File: config.mk
export PLATFORM = sky130hd
export DESIGN_NAME = write_out_router
export DESIGN_NICKNAME = d
export VERILOG_FILES = /design/src/rtl/write_out_pkg.sv /design/src/rtl/write_out_fifo.sv /design/src/rtl/write_out_router.sv
export SDC_FILE = /design/constraint.sdc
export NUM_CORES = 1
export LEC_CHECK = 0
export CAP_MARGIN = 20
export CORE_MARGIN = 4
export CORE_UTILIZATION = 45
export DETAILED_ROUTE_END_ITERATION = 16
export PLACE_DENSITY_LB_ADDON = 0.1
export SLEW_MARGIN = 20
export SYNTH_ARGS = -nofsm -noshare
export SYNTH_HDL_FRONTEND = slang
export SYNTH_HIERARCHICAL = 1
export SYNTH_SLANG_ARGS = --single-unit
File: constraint.sdc
create_clock -name clk -period 14.1 [get_ports clk]
set_clock_uncertainty 0.05 [all_clocks]
set_input_delay 1.41 -clock clk [delete_from_list [all_inputs] [get_ports clk]]
set_output_delay 1.41 -clock clk [all_outputs]
set_load 0.01 [all_outputs]
File: src/rtl/write_out_pkg.sv
// Shared constants and width helpers for the write-out path.
// Default geometry and the row-range rule live here.
package write_out_pkg;

    localparam int DEF_ARRAY_SIZE = 8;
    localparam int DEF_OUTPUT_DATA_WIDTH = 16;
    localparam int ROW_SPAN = 2 * DEF_ARRAY_SIZE;
    localparam int G_WIDTH = 8;

    typedef logic [G_WIDTH-1:0] grow_t;

    function automatic int bank_width(input int num_banks);
        return (num_banks > 1) ? $clog2(num_banks) : 1;
    endfunction

    function automatic int addr_width(input int rows);
        return (rows > 1) ? $clog2(rows) : 1;
    endfunction

    function automatic int drop_limit(input int array_size);
        return 2 * array_size;
    endfunction

endpackage

File: src/rtl/write_out_fifo.sv
// Parametrised synchronous FIFO with full/empty flags and occupancy.
// Read data is the current head, valid whenever empty is low.
module write_out_fifo #(
    parameter int WIDTH = 8,
    parameter int DEPTH = 4
) (
    input  logic                     clk,
    input  logic                     srstn,
    input  logic                     push,
    input  logic                     pop,
    input  logic [WIDTH-1:0]         wdata,
    output logic [WIDTH-1:0]         rdata,
    output logic                     full,
    output logic                     empty,
    output logic [$clog2(DEPTH):0]   count
);

    localparam int PTR_W = $clog2(DEPTH);

    logic [WIDTH-1:0] mem [DEPTH];
    logic [PTR_W-1:0] wr_ptr;
    logic [PTR_W-1:0] rd_ptr;
    logic             push_ok;
    logic             pop_ok;

    assign full    = (count == (PTR_W+1)'(DEPTH));
    assign empty   = (count == '0);
    assign push_ok = push && !full;
    assign pop_ok  = pop && !empty;
    assign rdata   = mem[rd_ptr];

    always_ff @(posedge clk) begin
        if (push_ok) begin
            mem[wr_ptr] <= wdata;
        end
    end

    // Power-of-two depth lets the pointers wrap by overflow.
    always_ff @(posedge clk) begin
        if (!srstn) begin
            wr_ptr <= '0;
            rd_ptr <= '0;
            count  <= '0;
        end else begin
            if (push_ok) begin
                wr_ptr <= wr_ptr + PTR_W'(1);
            end
            if (pop_ok) begin
                rd_ptr <= rd_ptr + PTR_W'(1);
            end
            unique case (1'b1)
                push_ok && !pop_ok: count <= count + (PTR_W+1)'(1);
                pop_ok && !push_ok: count <= count - (PTR_W+1)'(1);
                default: ;
            endcase
        end
    end

endmodule

File: src/rtl/write_out_router.sv
// Routes quantized rows to SRAM banks through a small FIFO,
// issuing one registered write per cycle to a non-busy bank.
module write_out_router
    import write_out_pkg::*;
#(
    parameter int ARRAY_SIZE        = DEF_ARRAY_SIZE,
    parameter int OUTPUT_DATA_WIDTH = DEF_OUTPUT_DATA_WIDTH,
    parameter int NUM_BANKS         = 3,
    parameter int ROWS_PER_BANK     = 8,
    parameter int ADDR_WIDTH        = 6,
    parameter int FIFO_DEPTH        = 4,
    parameter int FRAME_ROWS        = 24
) (
    input  logic                                    clk,
    input  logic                                    srstn,
    input  logic                                    in_valid,
    output logic                                    in_ready,
    input  logic [1:0]                              data_set,
    input  logic [5:0]                              matrix_index,
    input  logic [ARRAY_SIZE*OUTPUT_DATA_WIDTH-1:0] in_data,
    input  logic                                    reverse_lanes,
    input  logic [NUM_BANKS-1:0]                    bank_busy,
    output logic [NUM_BANKS-1:0]                    sram_wen_n,
    output logic [ARRAY_SIZE*OUTPUT_DATA_WIDTH-1:0] sram_wdata,
    output logic [ADDR_WIDTH-1:0]                   sram_waddr,
    output logic                                    drop_err,
    output logic                                    frame_done
);

    localparam int W         = OUTPUT_DATA_WIDTH;
    localparam int DATA_W    = ARRAY_SIZE * W;
    localparam int BANK_W    = bank_width(NUM_BANKS);
    localparam int ENTRY_W   = BANK_W + ADDR_WIDTH + DATA_W;
    localparam int CNT_W     = $clog2(FRAME_ROWS + 1);
    localparam int ROW_LIMIT = drop_limit(ARRAY_SIZE);

    grow_t               g;
    grow_t               bank_full;
    logic [ADDR_WIDTH-1:0] row_addr;
    logic                out_of_range;
    logic [DATA_W-1:0]   lanes;
    logic [ENTRY_W-1:0]  entry_in;
    logic [ENTRY_W-1:0]  head;
    logic [BANK_W-1:0]   head_bank;
    logic [ADDR_WIDTH-1:0] head_addr;
    logic [DATA_W-1:0]   head_data;
    logic [NUM_BANKS-1:0] wen_sel;
    logic                accept;
    logic                push;
    logic                pop;
    logic                full;
    logic                empty;
    logic                head_busy;
    logic [$clog2(FIFO_DEPTH):0] unused_count;
    logic [CNT_W-1:0]    wr_cnt;

    always_comb begin
        g = G_WIDTH'(data_set) * G_WIDTH'(ROW_LIMIT)
          + G_WIDTH'(matrix_index);
        bank_full = g / G_WIDTH'(ROWS_PER_BANK);
        row_addr  = ADDR_WIDTH'(g % G_WIDTH'(ROWS_PER_BANK));
        out_of_range = (int'(matrix_index) >= ROW_LIMIT)
                    || (int'(bank_full) >= NUM_BANKS);
    end

    always_comb begin
        lanes = '0;
        for (int i = 0; i < ARRAY_SIZE; i++) begin
            lanes[i*W +: W] = reverse_lanes
                ? in_data[(ARRAY_SIZE-1-i)*W +: W]
                : in_data[i*W +: W];
        end
    end

    assign entry_in = {BANK_W'(bank_full), row_addr, lanes};
    assign in_ready = !full;
    assign accept   = in_valid && in_ready;
    assign push     = accept && !out_of_range;

    assign head_bank = head[ENTRY_W-1 -: BANK_W];
    assign head_addr = head[DATA_W +: ADDR_WIDTH];
    assign head_data = head[DATA_W-1:0];

    always_comb begin
        wen_sel = '1;
        for (int b = 0; b < NUM_BANKS; b++) begin
            wen_sel[b] = (head_bank != BANK_W'(b));
        end
    end

    // A busy head bank stalls the whole queue to keep rows in order.
    assign head_busy = |(bank_busy & ~wen_sel);
    assign pop       = !empty && !head_busy;

    write_out_fifo #(
        .WIDTH (ENTRY_W),
        .DEPTH (FIFO_DEPTH)
    ) u_fifo (
        .clk   (clk),
        .srstn (srstn),
        .push  (push),
        .pop   (pop),
        .wdata (entry_in),
        .rdata (head),
        .full  (full),
        .empty (empty),
        .count (unused_count)
    );

    always_ff @(posedge clk) begin
        if (!srstn) begin
            sram_wen_n <= '1;
            sram_wdata <= '0;
            sram_waddr <= '0;
            drop_err   <= 1'b0;
            frame_done <= 1'b0;
            wr_cnt     <= '0;
        end else begin
            sram_wen_n <= '1;
            sram_wdata <= '0;
            sram_waddr <= '0;
            drop_err   <= accept && out_of_range;
            frame_done <= 1'b0;
            if (pop) begin
                sram_wen_n <= wen_sel;
                sram_wdata <= head_data;
                sram_waddr <= head_addr;
                if (wr_cnt == CNT_W'(FRAME_ROWS - 1)) begin
                    wr_cnt     <= '0;
                    frame_done <= 1'b1;
                end else begin
                    wr_cnt <= wr_cnt + CNT_W'(1);
                end
            end
        end
    end

endmodule

==> After elaboration in Yosys (flattened, before gate mapping) <==
Memory sizes are Yosys's and may differ from the RTL's. A register that Yosys moved wholly into a read port is not among the register bits.
Cells that the tools add are included.
{ "classes": {"reduce_logical": 20, "muxes": 15, "n_shift": 0, "eq_ne": 4, "addsub": 6, "multipliers": 0, "bitwise": 2, "order_cmp": 2, "div_mod_pow": 0} }
{ "op_table": {"columns": ["cell", "count"], "rows": [
  ["two-way mux 16 bit", 8],
  ["logical AND 1 bit", 8],
  ["adder 6 x 6 -> 7 bit", 1],
  ["greater-or-equal comparator 6 x 5 -> 1 bit, second input constant", 1],
  ["logical NOT 1 bit", 6],
  ["one-hot mux 3 bit (2 select lines)", 1],
  ["adder 5 x 1 -> 5 bit, second input constant", 1],
  ["equality test 5 bit, second input constant", 1],
  ["two-way mux 5 bit", 1],
  ["adder 2 x 1 -> 2 bit, second input constant", 2],
  ["greater-or-equal comparator 4 x 2 -> 1 bit, second input constant", 1],
  ["two-way mux 2 bit", 2],
  ["nonzero test 2 bit", 2],
  ["adder 3 x 1 -> 3 bit, second input constant", 1],
  ["bitwise AND 3 bit", 1],
  ["equality test 3 bit, second input constant", 1],
  ["logical NOT 3 bit", 1],
  ["two-way mux 1 bit", 3],
  ["NOT 3 bit", 1],
  ["OR reduction 3 bit", 1],
  ["subtractor 3 x 1 -> 3 bit, second input constant", 1],
  ["inequality test 2 x 1 -> 1 bit, second input constant", 1],
  ["inequality test 2 bit, second input constant", 1],
  ["AND reduction 2 bit", 1],
  ["logical OR 1 bit", 1]
]} }
{ "totals": {"ram_bits": 532, "latchBits": 0, "wordCells": 59, "out_inout_bits": 140, "inputBits": 143, "reg_bits": 151, "mem_bits_ro": 0, "memories": 1} }
{ "mem_list": {"columns": ["memory", "depth", "width", "rd", "rd_clocked_by_memory_dff", "wr", "line_no", "source"], "rows": [
  ["u_fifo.mem", 4, 133, 1, 1, 1, "write_out_fifo.sv:20", "logic [WIDTH-1:0] mem [DEPTH];"]
]} }

==> Depth between registers and ports, before layout <==
{ "logic_depth": {"ltp_word": 10, "depth_mapped": 14, "depth_no_buf": 13} }

==> By module <==
Netlist, hierarchy kept.
{ "modules_own_cells": {"columns": ["module", "cells_each", "seq_area_each_um2", "n_inst", "area_each_um2"], "rows": [
  ["write_out_fifo", 764, 16515.8, 1, 20069.2],
  ["write_out_router", 491, 2882.8, 1, 5641.7]
]} }

==> Worst setup path after synthesis <==
Ideal clock, no wire load.
{ "synth_path": {"kind": "in2reg", "start": "input data_set[0]", "end": "memory u_fifo/mem[0][0] (netlist bit) (enable)", "setup_ns": 0.511, "stages": 8, "path_buffers": 1, "arrival_ns": 6.014, "path_slack_ns": 7.525, "required_time_ns": 13.539, "cell_sequence": "ha_1 fa_1 nor4_1 nand2_1 nor3b_1 nor2b_1 clkbuf_1 and2_1"} }
{ "synth_between": {"elab_chain_len": 8} }
{ "synth_rtl": {"columns": ["element", "line_no", "source"], "rows": [
  ["from (decl)", "write_out_router.sv:18", "input logic [1:0] data_set,"],
  ["adder 6 x 6 -> 7 bit", "write_out_router.sv:59", "+ G_WIDTH'(matrix_index);"],
  ["greater-or-equal comparator 4 x 2 -> 1 bit", "write_out_router.sv:63", "|| (int'(bank_full) >= NUM_BANKS);"],
  ["logical OR 1 bit", "write_out_router.sv:63", null],
  ["logical NOT 1 bit", "write_out_router.sv:78", "assign push = accept && !out_of_range;"],
  ["logical AND 1 bit", "write_out_router.sv:78", null],
  ["named net push", "write_out_router.sv:49", "logic push;"],
  ["logical AND 1 bit", "write_out_fifo.sv:28", "assign push_ok = push && !full;"],
  ["two-way mux 1 bit", "write_out_fifo.sv:33", "if (push_ok) begin"],
  ["two-way mux 1 bit (implied by the code)", "write_out_fifo.sv:34", "mem[wr_ptr] <= wdata;"],
  ["to (decl)", "write_out_fifo.sv:20", null]
]} }
The timed path passes the listed nets, and every way through them passes these cells.

==> Final worst setup path <==
{ "layout_path": {"start": "input matrix_index[4]", "end": "memory u_fifo/mem[1][25] (netlist bit) (enable)"} }
{ "layout_between": {"elab_chain_len": 8, "word_cells_on_any_way": 9, "classes_between": "add/sub: 1; order compare: 2; mux: 2; reduce/logical: 4"} }
{ "layout_rtl": {"columns": ["element", "line_no", "source"], "rows": [
  ["from (decl)", "write_out_router.sv:19", "input logic [5:0] matrix_index,"],
  ["adder 6 x 6 -> 7 bit", "write_out_router.sv:59", null],
  ["greater-or-equal comparator 4 x 2 -> 1 bit", "write_out_router.sv:63", null],
  ["logical OR 1 bit *", "write_out_router.sv:63", null],
  ["logical NOT 1 bit *", "write_out_router.sv:78", null],
  ["logical AND 1 bit *", "write_out_router.sv:78", null],
  ["named net push", "write_out_router.sv:49", null],
  ["logical AND 1 bit *", "write_out_fifo.sv:28", null],
  ["two-way mux 1 bit *", "write_out_fifo.sv:33", null],
  ["two-way mux 1 bit (implied by the code) *", "write_out_fifo.sv:34", null]
]} }
Mark *: on every way through the listed nets, which the timed path passes. The rest lies on a longest branch.

==> out/metrics.csv <==
metric,value,unit
status,completed,
ff2ff_setup_slack,9.73,ns
critical_path_buf_inv_count,2,
cap_violations,0,
vias,12500,
io_pins,283,
synth-seq-cells,697,
grt_max_degree,103,
p_int,3410,uW
fillCellCount,4350,
die_w,247,um
place_hpwl,32000,um
synthSimpleGateAreaFrac,4.24,%
path_clk_slew,0.06,ns
synth_cell_type_count,39,
postCtsSetupBuffers,0,
io_buffers,282,
synth_top_family_by_area,multiplexers,
worstMarginPinSlew,1.04,ns
worstHoldStart,wr_cnt[1],
switchingPower,823,uW
hold_viol_final,0,
hold_buffers,0,
r2r_cells,8,
rows,87,
drv_slew,0,
grt_pass1_vias,13200,
cts_resized,0,
crit_path_top_delay_cell,and2_4,
h-tree-depth,3,
period_needed,5.20,ns
drive_above_1_share,24.0,%
slew-limit-headroom,30.9,%
start_util,45.5,%
power_density,134,nW/um^2
synthCells,1255,
synthMuxAreaShare,17.8,%
pwr-share-comb,3.7,%
synth_compound_area_share,0.331,%
rsz0062_at_grt,no,
crit_type,in2reg,
detail_route.wl_per_cell,22.9,um
dp.cells,2242,
drt-total-wl,54400,um
path_cells,clkdlybuf4s50_1 -> ha_1 -> fa_1 -> nor4_1 -> nand2_1 -> nor3b_1 -> nor2b_1 -> and2_4 -> buf_4,
cts-root-buf,clkbuf_16,
yosys_warnings,6,
tritoncts,built,
worstPathArrival,5.36,ns
ys_seq_area_share,75.4,%
area_growth_syn_to_layout,22.9,%
critPathLaunchType,input pin,
critPathRequiredTime,14.25,ns
grt_pass1_wl,81400,um
drc_errors,0,
vias_per_cell,5.25,
drt_iter0_drc,691,
period_share,36.9,%
antenna_found_initial,0,
finalSetupViolations,0,
synth_adder_area_share,0.496,%
fin_tns_setup,0,ns
holdPathStages,2,
async_flop_share,0,%
ir_worst_vdd,0.102,mV
clock_path_buffers,3,
die_area,61000,um^2
fmax,0.192,GHz
clkSinkCount,697,
ant_nets,0,
core_area,56500,um^2
clock_latency,0.59,ns
end_kind,flip-flop,
ys.flop_type,edfxtp_1,
path_max_fanout,57,
pwr-share-clk,43.4,%
grt_use_total,17.8,%
die_h,247,um
placed_area,29300,um^2
finalInstanceArea,31600,um^2
seqPwrFrac,52.9,%
dr.pass1.iters,5,
critPathTopFamily,simple AND/OR/NAND/NOR gates,
gp_congestion,0.718,
avgSynthCellArea,20.5,um^2
holdPathEnd,wr_cnt[1],
synth_xor_area_share,0.0681,%
netSwitchingFraction,19.5,%
synth-edff-count,544,
power.leakage,0.0106,uW
min-delay-path-class,reg2reg,
critPathMaxStageDelay,0.82,ns
netlist_area,25700,um^2
final_cells,2377,
layout.nets,1713,
cts_made_buffers,73,
num_antenna_cells,0,
grt_overflow,0,
kinds of logic (layout without fill, tap and decap cells):
kind of cell / count (synthesis) / count (layout)
compound gates: 11 / 11
xor+xnor: 2 / 2
fa+ha+maj: 9 / 9
buf+inv: 86 / 441
flops: 697 / 697
mux: 270 / 270
other cells: 1 / 12
simple gates: 179 / 179
worst register-to-register path: stages (launching register included):
cell	delay, ns
dfxtp_4	0.86
mux4_2	0.67
mux2_4	0.34
a221oi_4	0.27
buf_4	0.48
buf_4	0.89
nand2_1	0.15
or3_1	0.34
a21boi_0	0.23
per-stage QoR:
step	util, %	setup WS, ns	hold WS (ns)	total power (uW)
6_report	55.9	8.90	0.431	4230
4_1_cts	55.9	8.83	0.432	4290
3_5_place_dp	51.8	8.20	0.420	2440
3_3_place_gp	51.8	8.23	0.406	2440
5_1_grt	55.9	8.72	0.458	4380
2_1_floorplan	-	7.52	0.396	2360
state kept, by name, indices dropped and copies added, names as in the netlist, 2 cells and up, named ones only:
signal	flops
sram_waddr	6
sram_wdata	128
sram_wen_n	3
u_fifo/count	3
u_fifo/mem	544
u_fifo/rd_ptr	2
u_fifo/wr_ptr	2
wr_cnt	5
per-layer routing:
metal | global-route usage [%] | routed length (um) | vias up
met3 | 3.52 | 2400 | 74
met1 | 24.2 | 23300 | 6493
met5 | 0 | 0 | -
met4 | 4.12 | 886 | 0
li1 | - | - | 5637
met2 | 30.1 | 27800 | 275
Yosys cell counts, drive strengths merged (2+ instances only):
master / number / share of area (%)
a21boi: 2 / 0.058
and2: 7 / 0.18
and3: 134 / 3.3
buf: 28 / 0.75
clkbuf: 49 / 0.75
dfxtp: 153 / 12
edfxtp: 544 / 64
fa: 2 / 0.16
ha: 7 / 0.34
inv: 9 / 0.13
mux2: 129 / 5.7
mux2i: 5 / 0.19
mux4: 136 / 12
nand2: 17 / 0.25
nand3: 4 / 0.078
nand3b: 2 / 0.058
nor2b: 3 / 0.073
nor3b: 3 / 0.11
o21ai: 7 / 0.14
or3: 2 / 0.049
cell type report:
type / count / area (um^2) / area share (%)
sequential: 697 / 19400 / 61.4
timing repair buffer: 297 / 2950 / 9.32
clock buffer: 116 / 2180 / 6.89
multi-input combinational: 483 / 5940 / 18.8
inverter: 9 / 33.8 / 0.107
tap: 756 / 946 / 2.99
clock inverter: 19 / 146 / 0.463
layout by cell type (no fill, tap or decap), types with 8 or more instances in the layout:
cell type        netlist  routed
mux4_2               136     136
dfxtp_1              153     151
nand2_1               17      17
and3_1               134     134
conb_1                 1      12
clkdlybuf4s50_1        0     280
clkinv_2               0       8
buf_4                  4      15
edfxtp_1             544     544
clkbuf_16              0      79
inv_1                  9       9
mux2_2               128     128
clkbuf_1              42      31
worst max path at each step:
stage | cells past startpoint | to | start | slack, ns
6_report | 9 | u_fifo/mem[1][25] | matrix_index[4] | 8.90
2_1_floorplan | 8 | u_fifo/mem[0][0] | data_set[0] | 7.52
3_3_place_gp | 9 | u_fifo/mem[1][108] | matrix_index[4] | 8.23
5_1_grt | 9 | u_fifo/mem[1][25] | matrix_index[4] | 8.72
4_1_cts | 9 | u_fifo/mem[1][110] | matrix_index[4] | 8.83
3_5_place_dp | 9 | u_fifo/mem[1][108] | matrix_index[4] | 8.20
power groups by stage:
stage	sequential (uW)	clock (uW)	combinational, uW
floorplan	2280	0	71.8
global placement	2280	0	155
detailed placement	2280	0	158
CTS	2240	1890	159
global route	2240	1980	169
finish	2240	1840	155
(Power assumes the default switching activity.)
